--- src/rtl/shift_register_pkg.sv ---
// Shared types and elaboration helpers for the shift_register_serdes engine.
`timescale 1ns/1ps
package shift_register_pkg;

    // Engine states: idle/accepting, shifting beats, holding the captured word.
    typedef enum logic [1:0] {
        IDLE  = 2'd0,
        SHIFT = 2'd1,
        HOLD  = 2'd2
    } state_t;

    // Number of beats needed to move one word through the lanes.
    function automatic int nbeats(input int width, input int lanes);
        return width / lanes;
    endfunction

    // Counter width for n states; a single-beat engine still needs one bit.
    function automatic int cnt_w(input int n);
        return (n <= 32'sd1) ? 32'sd1 : $clog2(n);
    endfunction

endpackage

--- src/rtl/shift_register_serdes_beat_counter.sv ---
// Beat counter for the shift engine: counts 0..N-1, never wraps past N-1.
`timescale 1ns/1ps
module shift_beat_counter
    import shift_register_pkg::*;
#(
    parameter int N = 8
) (
    input  logic                  clk,
    input  logic                  rst,
    input  logic                  clr,
    input  logic                  inc,
    output logic [cnt_w(N)-1:0]   count,
    output logic                  last
);

    localparam int              CW       = cnt_w(N);
    localparam logic [CW-1:0]   LAST_VAL = CW'(N - 1);

    logic [CW-1:0] count_q;
    logic [CW-1:0] count_d;

    // Next count: clear wins, increment saturates at the last beat.
    always_comb begin
        count_d = count_q;
        if (clr) begin
            count_d = '0;
        end else if (inc && (count_q != LAST_VAL)) begin
            count_d = count_q + {{(CW-1){1'b0}}, 1'b1};
        end else begin
            count_d = count_q;
        end
    end

    // Count register with synchronous reset.
    always_ff @(posedge clk) begin
        if (rst) begin
            count_q <= '0;
        end else begin
            count_q <= count_d;
        end
    end

    assign count = count_q;
    assign last  = (count_q == LAST_VAL);

endmodule

--- src/rtl/shift_register_serdes.sv ---
// Full-duplex parallel/serial shift engine: loads a word, shifts it out LANES
// bits per shift_en beat while capturing ser_in, then presents the capture.
`timescale 1ns/1ps
module shift_register_serdes
    import shift_register_pkg::*;
#(
    parameter int WIDTH = 8,
    parameter int LANES = 1
) (
    input  logic              clk,
    input  logic              rst,
    input  logic [WIDTH-1:0]  load_data,
    input  logic              load_msb_first,
    input  logic              load_valid,
    output logic              load_ready,
    input  logic              shift_en,
    input  logic              abort,
    input  logic [LANES-1:0]  ser_in,
    output logic [LANES-1:0]  ser_out,
    output logic              busy,
    output logic [WIDTH-1:0]  cap_data,
    output logic              cap_valid,
    input  logic              cap_ready
);

    localparam int NB = nbeats(WIDTH, LANES);
    localparam int CW = cnt_w(NB);

    if (((WIDTH % LANES) != 0) || (LANES > WIDTH)) begin : g_param_err
        $error("shift_register_serdes: WIDTH must be a non-zero multiple of LANES");
    end

    state_t            state_q;
    state_t            state_d;
    logic [WIDTH-1:0]  sreg_q;
    logic [WIDTH-1:0]  sreg_d;
    logic              msb_first_q;
    logic              msb_first_d;
    logic              cnt_clr_s;
    logic              cnt_inc_s;
    logic              cnt_last_s;
    logic [CW-1:0]     beat_cnt_s;
    logic [WIDTH-1:0]  shl_s;
    logic [WIDTH-1:0]  shr_s;

    // When one beat moves the whole word there is no remaining slice to keep.
    if (LANES == WIDTH) begin : g_full
        assign shl_s = ser_in;
        assign shr_s = ser_in;
    end else begin : g_part
        assign shl_s = {sreg_q[WIDTH-LANES-1:0], ser_in};
        assign shr_s = {ser_in, sreg_q[WIDTH-1:LANES]};
    end

    shift_beat_counter #(
        .N (NB)
    ) u_beat_cnt (
        .clk   (clk),
        .rst   (rst),
        .clr   (cnt_clr_s),
        .inc   (cnt_inc_s),
        .count (beat_cnt_s),
        .last  (cnt_last_s)
    );

    // FSM and datapath next-state; abort outranks shift_en and cap_ready.
    always_comb begin
        state_d     = state_q;
        sreg_d      = sreg_q;
        msb_first_d = msb_first_q;
        cnt_clr_s   = 1'b0;
        cnt_inc_s   = 1'b0;
        case (state_q)
            IDLE: begin
                if (load_valid) begin
                    state_d     = SHIFT;
                    sreg_d      = load_data;
                    msb_first_d = load_msb_first;
                    cnt_clr_s   = 1'b1;
                end else begin
                    state_d = IDLE;
                end
            end
            SHIFT: begin
                if (abort) begin
                    state_d   = IDLE;
                    sreg_d    = '0;
                    cnt_clr_s = 1'b1;
                end else if (shift_en) begin
                    sreg_d = msb_first_q ? shl_s : shr_s;
                    if (cnt_last_s) begin
                        state_d   = HOLD;
                        cnt_clr_s = 1'b1;
                    end else begin
                        cnt_inc_s = (beat_cnt_s < CW'(NB - 1));
                    end
                end else begin
                    state_d = SHIFT;
                end
            end
            HOLD: begin
                if (abort) begin
                    state_d   = IDLE;
                    sreg_d    = '0;
                    cnt_clr_s = 1'b1;
                end else if (cap_ready) begin
                    state_d = IDLE;
                end else begin
                    state_d = HOLD;
                end
            end
            default: begin
                state_d   = IDLE;
                sreg_d    = '0;
                cnt_clr_s = 1'b1;
            end
        endcase
    end

    // State, shift register and bit-order latch.
    always_ff @(posedge clk) begin
        if (rst) begin
            state_q     <= IDLE;
            sreg_q      <= '0;
            msb_first_q <= 1'b0;
        end else begin
            state_q     <= state_d;
            sreg_q      <= sreg_d;
            msb_first_q <= msb_first_d;
        end
    end

    // Serial output lanes are only live while shifting.
    always_comb begin
        ser_out = '0;
        if (state_q == SHIFT) begin
            ser_out = msb_first_q ? sreg_q[WIDTH-1 -: LANES] : sreg_q[LANES-1:0];
        end else begin
            ser_out = '0;
        end
    end

    assign load_ready = (state_q == IDLE);
    assign busy       = (state_q != IDLE);
    assign cap_valid  = (state_q == HOLD);
    assign cap_data   = (state_q == HOLD) ? sreg_q : '0;

endmodule
--- config.mk ---
export PLATFORM = sky130hd
export DESIGN_NAME = shift_register_serdes
export DESIGN_NICKNAME = d
export VERILOG_FILES = /design/src/rtl/shift_register_pkg.sv /design/src/rtl/shift_register_serdes_beat_counter.sv /design/src/rtl/shift_register_serdes.sv
export SDC_FILE = /design/constraint.sdc
export NUM_CORES = 1
export LEC_CHECK = 0
export ABC_AREA = 1
export CORE_ASPECT_RATIO = 1.2
export CORE_MARGIN = 2
export CORE_UTILIZATION = 49
export CTS_CLUSTER_DIAMETER = 120
export DETAILED_ROUTE_END_ITERATION = 16
export GPL_ROUTABILITY_DRIVEN = 0
export PLACE_DENSITY = 0.83
export SYNTH_ARGS = -nofsm -noshare
export SYNTH_HDL_FRONTEND = slang
export SYNTH_SLANG_ARGS = --single-unit
--- constraint.sdc ---
create_clock -name clk -period 1.7 [get_ports clk]
set_input_delay 0.255 -clock clk [delete_from_list [all_inputs] [get_ports clk]]
set_output_delay 0.255 -clock clk [all_outputs]
set_load 0.1 [all_outputs]
==> results of run 1 <==
[repair_timing]
| action | 4_1_cts | 5_1_grt |
|---|---|---|
| setup endpoints to repair | 9 | 11 |
| gates cloned | 0 | 0 |
| buffers inserted | 1 | 1 |
| pin swaps | 0 | 2 |
| resized for setup | 3 | 5 |
[cell type report]
cell class,count,area [um^2]
Sequential cell,14,288
Fill cell,112,304
Multi-Input combinational cell,125,638
Inverter,21,88.8
Timing Repair Buffer,33,460
Tap cell,19,23.8
Clock buffer,4,26.3
[flip-flops by register name (all words and copies together), names as in the netlist]
signal,flops
u_beat_cnt.count,3
msb_first_q,1
sreg_q,8
state_q,2
[cells by family (layout without fill, tap and decap cells)]
logic type / after synthesis / count (layout) / share of synthesized area (%)
and+or+nand+nor: 107 / 107 / 47.5
buffers and inverters: 25 / 58 / 11.2
adders and majority gates: 2 / 2 / 2.67
DFF: 14 / 14 / 29.9
AOI/OAI and AO/OA: 16 / 16 / 8.69
[cell usage after synthesis]
library cell / n / area share, %
a21oi_1: 4 / 2.1
a31oi_1: 1 / 0.67
buf_2: 3 / 1.6
buf_6: 1 / 1.2
clkinv_1: 1 / 0.40
dfxtp_1: 14 / 30
ha_1: 2 / 2.7
inv_1: 19 / 7.6
inv_2: 1 / 0.40
nand2_1: 59 / 24
nand2_2: 2 / 1.3
nand3_1: 5 / 2.7
nand3_4: 1 / 1.9
nand4_1: 1 / 0.67
nor2_1: 35 / 14
nor2_2: 3 / 2.0
nor2_4: 1 / 1.2
o21ai_0: 11 / 5.9
[worst paths after layout]
path	startpoint	end	slack (ns)
max	state_q[1]	cap_data[1]	0.009
min	u_beat_cnt.count[1]	u_beat_cnt.count[1]	0.56
max reg2reg	state_q[1]	sreg_q[1]	0.31
min reg2reg	u_beat_cnt.count[1]	u_beat_cnt.count[1]	0.56
[metal layers]
metal,share of wire (%),vias up
li1,-,570
met5,0,-
met4,3.6,0
met1,37,512
met2,55,40
met3,4.4,10
[metrics by stage]
step / std cells / util (%) / total power, W / area [um^2] / hold WS, ns
finish: 216 / 83.4 / 0.000922 / 1530 / 0.561
global route: 216 / 83.4 / 0.000973 / 1530 / 0.601
CTS: 215 / 81.9 / 0.000907 / 1500 / 0.561
detailed placement: 210 / 79.1 / 0.000706 / 1450 / 0.544
global placement: 210 / 79.1 / 0.000697 / 1450 / 0.526
floorplan: 164 / - / 0.000599 / 1030 / 0.317
[power by group through the flow]
stage                     sequential (W)  combinational, W  clock [W]
after floorplan                 0.000374          0.000226          0
after global placement          0.000380          0.000317          0
after detailed placement        0.000382          0.000324          0
after CTS                       0.000375          0.000330   0.000202
after global routing            0.000380          0.000375   0.000219
final                           0.000377          0.000341   0.000204
[tightest hold or removal path, delay by kind of cell, from the launching register on]
family                 cells  cell delay (ns)
buffers and inverters      1             0.05
flip-flops                 1             0.33
AND/OR/NAND/NOR            3             0.14
==> metrics.cfg, run 1 <==
[logic_synthesis]
synthesis.area_um2 = 936
synth_nets = 182
postSynthAreaPerCell_um2 = 5.71
ys_seq_area_share_pct = 29.9
synth_warnings = 0
synth.ff_latch_count = 14
ys_types = 18
syn-instance-count = 164

[grt]
grt_overflow_total = 0
grt_use_total_pct = 26.0
grt_util_met2_pct = 46.8
grt_pass1_vias = 1102
use_met1_pct = 29.6
top_usage_layer = met2
grt_pass1_wl_um = 4440
grt_max_degree = 17
grt_use_met3_pct = 2.08
antenna_found_initial = 0

[final_layout]
layout_common_cells = 59 x nand2_1, 26 x nor2_1, 17 x inv_1
drive_gt1_share_pct = 22.3
syn2layout_area_growth_pct = 63.0
mostFrequentLayoutCell = nand2_1
fin_nets = 216
antenna_cells = 0

[clocking]
clock_latency_ns = 0.29
numCtsBuffers = 3
clockRootBuffer = clkbuf_4
clockBufferDepth = 2
cts_tree = yes
htree_levels = 1
hold_buffers = 0
clk_pin_slew_ns = 0.10
clock-sinks = 14

[setup_path]
cp.required_ns = 1.44
start_kind = register
slowest_delay_ns = 0.38
critPathArrivalTime_ns = 1.44
cp_num_cells = 6
rr_worst_depth = 8
crit_buf_inv = 4
crit_chain = inv_4 -> nor2_4 -> clkinvlp_4 -> buf_12 -> nor2_4 -> buf_12
endpoint_kind = output pin
cp_max_fo = 8
worstSetupPathType = reg -> out
crit_slowest_cell = dfxtp_4
path_delay_family = buffers and inverters

[sta]
maxSlewViolCount = 0
tightest_slew_ns = 0.395
setup_viol = 0
finalCriticalPeriod_ns = 1.69
max_freq_ghz = 0.591
fin_tns_setup_ns = 0
rsz0062_at_grt = yes
relSlewSlack_pct = 73.6
fin_crit_sh_pct = 99.5
fin_ws_ns = 0.00881
finalHoldViolCount = 0
finClkSkew_ns = 0.0161

[floorplan]
start_util_pct = 51.2
fp-row-count = 17
die-area_mm2 = 0.00228
die_y_um = 51.9
core_area_mm2 = 0.00183
io_pins = 28
fp.dieW_um = 43.9

[drt]
post_drt_wl_per_cell_um = 12.5
via_per_inst = 5.24
detail-route-antenna-nets = 0
vias = 1132
routed_wl_um = 2690
drt_iter0_drc = 29
dr.pass1.iters = 4
drcViolationCount = 0

[job]
drv_cap = 0

[run_status]
status = completed

[power]
power_frac_clock_pct = 22.1
ir_drop_uv = 539
combinationalPowerShare_pct = 37.0
p_switching_w = 0.000349
leakage_nw = 0.677
power.density_mw_per_mm2 = 604
seqPwrFrac_pct = 40.9
p_int_w = 0.000573
swShare_pct = 37.9

[min_path]
hp-class = reg -> reg
hold-path-cell-count = 4

[place]
dpl.hpwl_um = 1890
io_buffer_count = 27
post-place-ws_ns = 0.131

Power figures use the tool's default switching activity.
==> run 2, diff against run 1 <==
- ABC_AREA: 1 -> 0
- CORE_UTILIZATION: 49 -> 50
- RECOVER_POWER: default -> 50
==> run 2 against run 1 <==
Against the previous run: largest power group unchanged; setup slack better by 0.024 ns; critical path type unchanged; synthesized cell count is 32% lower; first-iteration DRC count is 14% higher; clock-buffer cell count stayed put; worst hold slack worse by 0.038 ns; largest cell class unchanged.
==> metrics.cfg, run 2 <==
[clocking]
clockBufferDepth = 2  ; unchanged
cts_tree = yes
clockRootBuffer = clkbuf_4
hold_buffers = 0  ; unchanged
numCtsBuffers = 3  ; unchanged
clock-sinks = 14  ; unchanged
htree_levels = 1  ; unchanged
clk_pin_slew_ns = 0.09  ; about the same
clock_latency_ns = 0.29  ; about the same

[job]
drv_cap = 0  ; unchanged

[power]
power_frac_clock_pct = 26.4  ; +4.3 points
power.density_mw_per_mm2 = 628  ; +3.9%
combinationalPowerShare_pct = 32.5  ; -4.5 points
p_int_w = 0.000634  ; +11%
ir_drop_uv = 552  ; +2.4%
p_switching_w = 0.000320  ; -8.4%
leakage_nw = 0.605  ; -11%
swShare_pct = 33.6  ; -4.3 points
seqPwrFrac_pct = 41.1  ; +0.2 points

[grt]
grt_use_total_pct = 27.4  ; +1.4 points
antenna_found_initial = 0  ; unchanged
grt_overflow_total = 0  ; unchanged
grt_max_degree = 11  ; -6
grt_pass1_wl_um = 4690  ; +5.6%
grt_pass1_vias = 1042  ; -5.4%

[logic_synthesis]
yosysMostFrequentCell = dfxtp_1
synth.area.top_cells = dfxtp_1 28%, a2111oi_2 11%, mux2_2 9.0%
yosysTopAreaCell = dfxtp_1
postSynthAreaPerCell_um2 = 8.97  ; +57%
synth_warnings = 0  ; unchanged
ys_seq_area_share_pct = 28.1  ; -1.8 points
async_reset_ff_share_pct = 0  ; unchanged
ys_types = 33  ; +15
synthesis.area_um2 = 996  ; +6.4%
synth.ff_latch_count = 14  ; unchanged
yosys.area.top_type_share_pct = 28.1  ; -1.8 points
synthFlopType = dfxtp_1
synth_nets = 129  ; -29%
syn-instance-count = 111  ; -32%
synth_edf_count = 0  ; unchanged
yosys-top-cells-count = 14 x dfxtp_1, 10 x nor2_1, 8 x and2_1, 8 x mux2_2, 8 x nor3_1

[sta]
max_freq_ghz = 0.600  ; +1.4%
fin_ws_ns = 0.0323  ; +0.0235 ns
relSlewSlack_pct = 75.6  ; +2.0 points
rsz0062_at_grt = yes
finClkSkew_ns = 0.00166  ; -0.0144 ns
setup_viol = 0  ; unchanged
finalHoldViolCount = 0  ; unchanged
fin_crit_sh_pct = 98.1  ; -1.4 points
finalCriticalPeriod_ns = 1.67  ; -0.0235 ns
hold_slack_ns = 0.522  ; -0.0384 ns
maxSlewViolCount = 0  ; unchanged
tightest_slew_ns = 0.356  ; -0.0390 ns

[final_layout]
largest_reg_flops = 8  ; unchanged
multi_input_area_um2 = 678  ; +6.3%
drive_gt1_share_pct = 41.2  ; +19 points
seq_area_um2 = 287  ; -0.43%
top_register = sreg_q
fin_nets = 167  ; -23%
antenna_cells = 0  ; unchanged
mostFrequentLayoutCell = clkdlybuf4s50_1
syn2layout_area_growth_pct = 52.5
layout_common_cells = 15 x clkdlybuf4s50_1, 11 x buf_4, 11 x dfxtp_1
num-fill-cells = 108  ; -3.6%

[setup_path]
crit_slowest_cell = dfxtp_4
endpoint_kind = output pin
path_delay_family = flip-flops
cp.required_ns = 1.44  ; about the same
rrSetupSlack_ns = 0.11  ; -0.20 ns
cp_max_fo = 9  ; +1
crit_buf_inv = 2  ; -2
crit_chain = nor2b_1 -> buf_4 -> and2_4 -> buf_12
slowest_delay_ns = 0.41  ; +0.03 ns
worstSetupPathType = reg -> out
start_kind = register
critPathArrivalTime_ns = 1.41  ; -0.03 ns

[floorplan]
fp-row-count = 17  ; unchanged
core_area_mm2 = 0.00185  ; +1.2%
die_y_um = 52.9  ; +2.0%
start_util_pct = 53.8  ; +2.7 points
fp.dieW_um = 44.7  ; +1.9%
die-area_mm2 = 0.00237  ; +3.9%
io_pins = 28  ; unchanged

[drt]
via_per_inst = 6.35  ; +21%
detail-route-antenna-nets = 0  ; unchanged
dr.pass1.iters = 4  ; unchanged
routed_wl_um = 2860  ; +6.2%
post_drt_wl_per_cell_um = 17.1  ; +37%
drcViolationCount = 0  ; unchanged
drt_iter0_drc = 33  ; +14%
vias = 1061  ; -6.3%

[min_path]
hp-class = reg -> reg

[run_status]
status = completed

[place]
post-place-ws_ns = -0.189  ; -0.320 ns
io_buffer_count = 27  ; unchanged
dpl.hpwl_um = 2160  ; +14%

==> run 2: cell count changes after synthesis, sizes merged, moves of 4 or more <==
cell,before,now
nand2,61,1
nor2,39,10
inv,20,4
o21ai,11,0
mux2,0,9
a2111oi,0,8
and2,0,8
nor3,0,8
a22oi,0,7
nand3,6,1
clkbuf,0,4
nor2b,0,4
==> run 2: worst register-to-register path: cells and delay by family (launching register included) <==
kind / cells / cell delay [ns]
compound gates: 2 / 0.49
flops: 1 / 0.37
simple gates: 1 / 0.15
buf+inv: 3 / 0.48
==> run 2: path summary, 6_finish.rpt <==
kind | start | to | cells after the start
hold / removal | state_q[1] | state_q[0] | 1
setup / recovery | state_q[1] | cap_data[3] | 4
hold reg to reg | state_q[1] | state_q[0] | 1
setup reg to reg | state_q[0] | sreg_q[7] | 6
==> run 2: what timing repair did <==
item | in CTS | in global routing
setup buffers | 2 | 0
endpoints found under the setup margin | 9 | 10
cloned | 0 | 0
hold endpoints to repair | 0 | 0
gates resized for setup | 3 | 3
==> run 2: cell families after synthesis <==
kind of cell / Yosys count / synth area share (%)
and+or+nand+nor: 42 / 24.1
adders and majority gates: 2 / 2.51
DFF: 14 / 28.1
muxes: 10 / 11.2
buffers and inverters: 12 / 6.15
AOI/OAI and AO/OA: 31 / 27.9
==> run 2: cell type report <==
| cell class | instances | share of cell area [%] |
|---|---|---|
| Timing Repair Buffer | 41 | 31.3 |
| Inverter | 4 | 1.24 |
| Clock buffer | 4 | 2.39 |
| Tap cell | 19 | 1.57 |
| Multi-Input combinational cell | 85 | 44.6 |
| Sequential cell | 14 | 18.9 |
==> run 2: through the flow <==
stage | power, W | instances | util, % | setup TNS, ns | cell area, um^2
final | 0.000954 | 167 | 82.1 | 0 | 1520
after CTS | 0.000958 | 167 | 83.4 | 0 | 1540
after global routing | 0.000989 | 167 | 82.1 | -0.0980 | 1520
after global placement | 0.000694 | 161 | 80.3 | -0.903 | 1490
after detailed placement | 0.000708 | 161 | 80.3 | -1.53 | 1490
after floorplan | 0.000588 | 111 | - | 0 | 1030
==> run 2: routing by layer <==
layer	routed length (um)	track usage (%)	share of wire (%)	up-vias
met1	1090	29.1	38	508
met4	105	15.7	3.7	0
met5	0	0	0	-
met2	1530	48.8	54	40
met3	128	5.46	4.5	14
li1	-	-	-	499
==> run 2: power by group through the flow <==
stage               registers [W]  logic [W]  clock network (W)
CTS                      0.000390   0.000320           0.000247
floorplan                0.000381   0.000207                  0
detailed placement       0.000397   0.000310                  0
finish                   0.000392   0.000310           0.000251
global route             0.000395   0.000329           0.000265
global placement         0.000394   0.000300                  0
==> patch (settings of run 2) <==
Change the parameter `WIDTH` from 8 to 10.
--- a/src/rtl/shift_register_serdes.sv
+++ b/src/rtl/shift_register_serdes.sv
@@ -4,7 +4,7 @@
 module shift_register_serdes
     import shift_register_pkg::*;
 #(
-    parameter int WIDTH = 8,
+    parameter int WIDTH = 10,
     parameter int LANES = 1
 ) (
     input  logic              clk,
Ports: changed (resized cap_data and load_data); port bits go from 28 to 32. No check against the original RTL was run, so the function may have changed too.
==> patch against run 2 <==
  * Synthesized area increased by 18%
  * Count of clock-buffer cells in the layout down 1
  * Routed wire length grew 20%
  * Worst setup slack improved by 0.035 ns
  * Total power is 11% higher
  * Critical endpoint is now ser_out
  * Core utilization increased by 0.078 points
  * Sequential cell count increased by 3
  * Non-clock buffer count rose by 10
  * Final area is 22% higher
==> patch: results (changes against run 2) <==
| Metric | Reported | vs run 2 |
| --- | --- | --- |
| Hold_ws | 0.5504 ns | +0.02813 ns |
| Total length of routed wires | 3434 um | +20% |
| Buffering overhead | 33.11% | +1.8 points |
| Pin count of the biggest net entering global routing | 15 | +4 |
| Number of buffers added on ports | 31 | +15% |
| Overall fraction of global-route tracks in use | 26.61% | -0.76 points |
| Slack of the critical path | 0.06740 ns | +0.03506 ns |
| LEAKAGE | 0.7057 nW | +17% |
| Number of multi-input combinational cells | 93 | +9.4% |
| Multi-input gate area | 799.5 um2 | +18% |
| Data arrival time of the worst path | 1.38 ns | -0.03 ns |
| Status | finished clean |  |
| Average detailed-routed wire length per instance | 16.92 um | -1.1% |
| Non-clock buffer count in the final layout | 51 | +24% |
| Power dissipated in the clock network | 213 uW | -15% |
| Design area | 1856 um2 | +22% |
| Proportion of synthesized area in mux cells | 11.30% | +0.12 points |
| Combinational-cell power consumption | 384 uW | +24% |
| Gate count of the mapped netlist | 126 | +14% |
| Area fraction in compound gates after synthesis | 30.49% | +2.6 points |
| Tap Count | 31 | +12 |
| Half-perimeter wire length after detailed placement | 2634 um | +22% |
| Reg2reg setup slack | 0.18 ns | +0.07 ns |
| First-pass GRT wire length | 5278 um | +12% |
| Least-Margin Pin Slew | 0.4626 ns | +0.1063 ns |
[patch: cell count changes after synthesis, moves of 3 or more]
cell              run 2  this run
inv_1                 4         7
a22oi_1               7        10
nor3_1                8         0
dfxtp_1              14        17
a221oi_2              0         9
nand2_1               1         4
a2111oi_2             7         0
buf_2                 1         6
[patch: path summary, 6_finish.rpt]
kind | end | start | cells past startpoint
max | ser_out | msb_first_q | 4
min | msb_first_q | load_msb_first | 3
max reg2reg | sreg_q[4] | state_q[0] | 3
min reg2reg | u_beat_cnt.count[3] | u_beat_cnt.count[2] | 2
[patch: worst min-delay path, stage by stage]
cell and delay [ns]:
clkdlybuf4s50_1 0.41, nand3_1 0.07, a21oi_1 0.06
[patch: what timing repair did]
action | in CTS | in global routing
cloned | 0 | 1
setup buffers | 1 | 3
pin swaps | 0 | 0
endpoints found under the setup margin | 11 | 11
resized for setup | 3 | 4
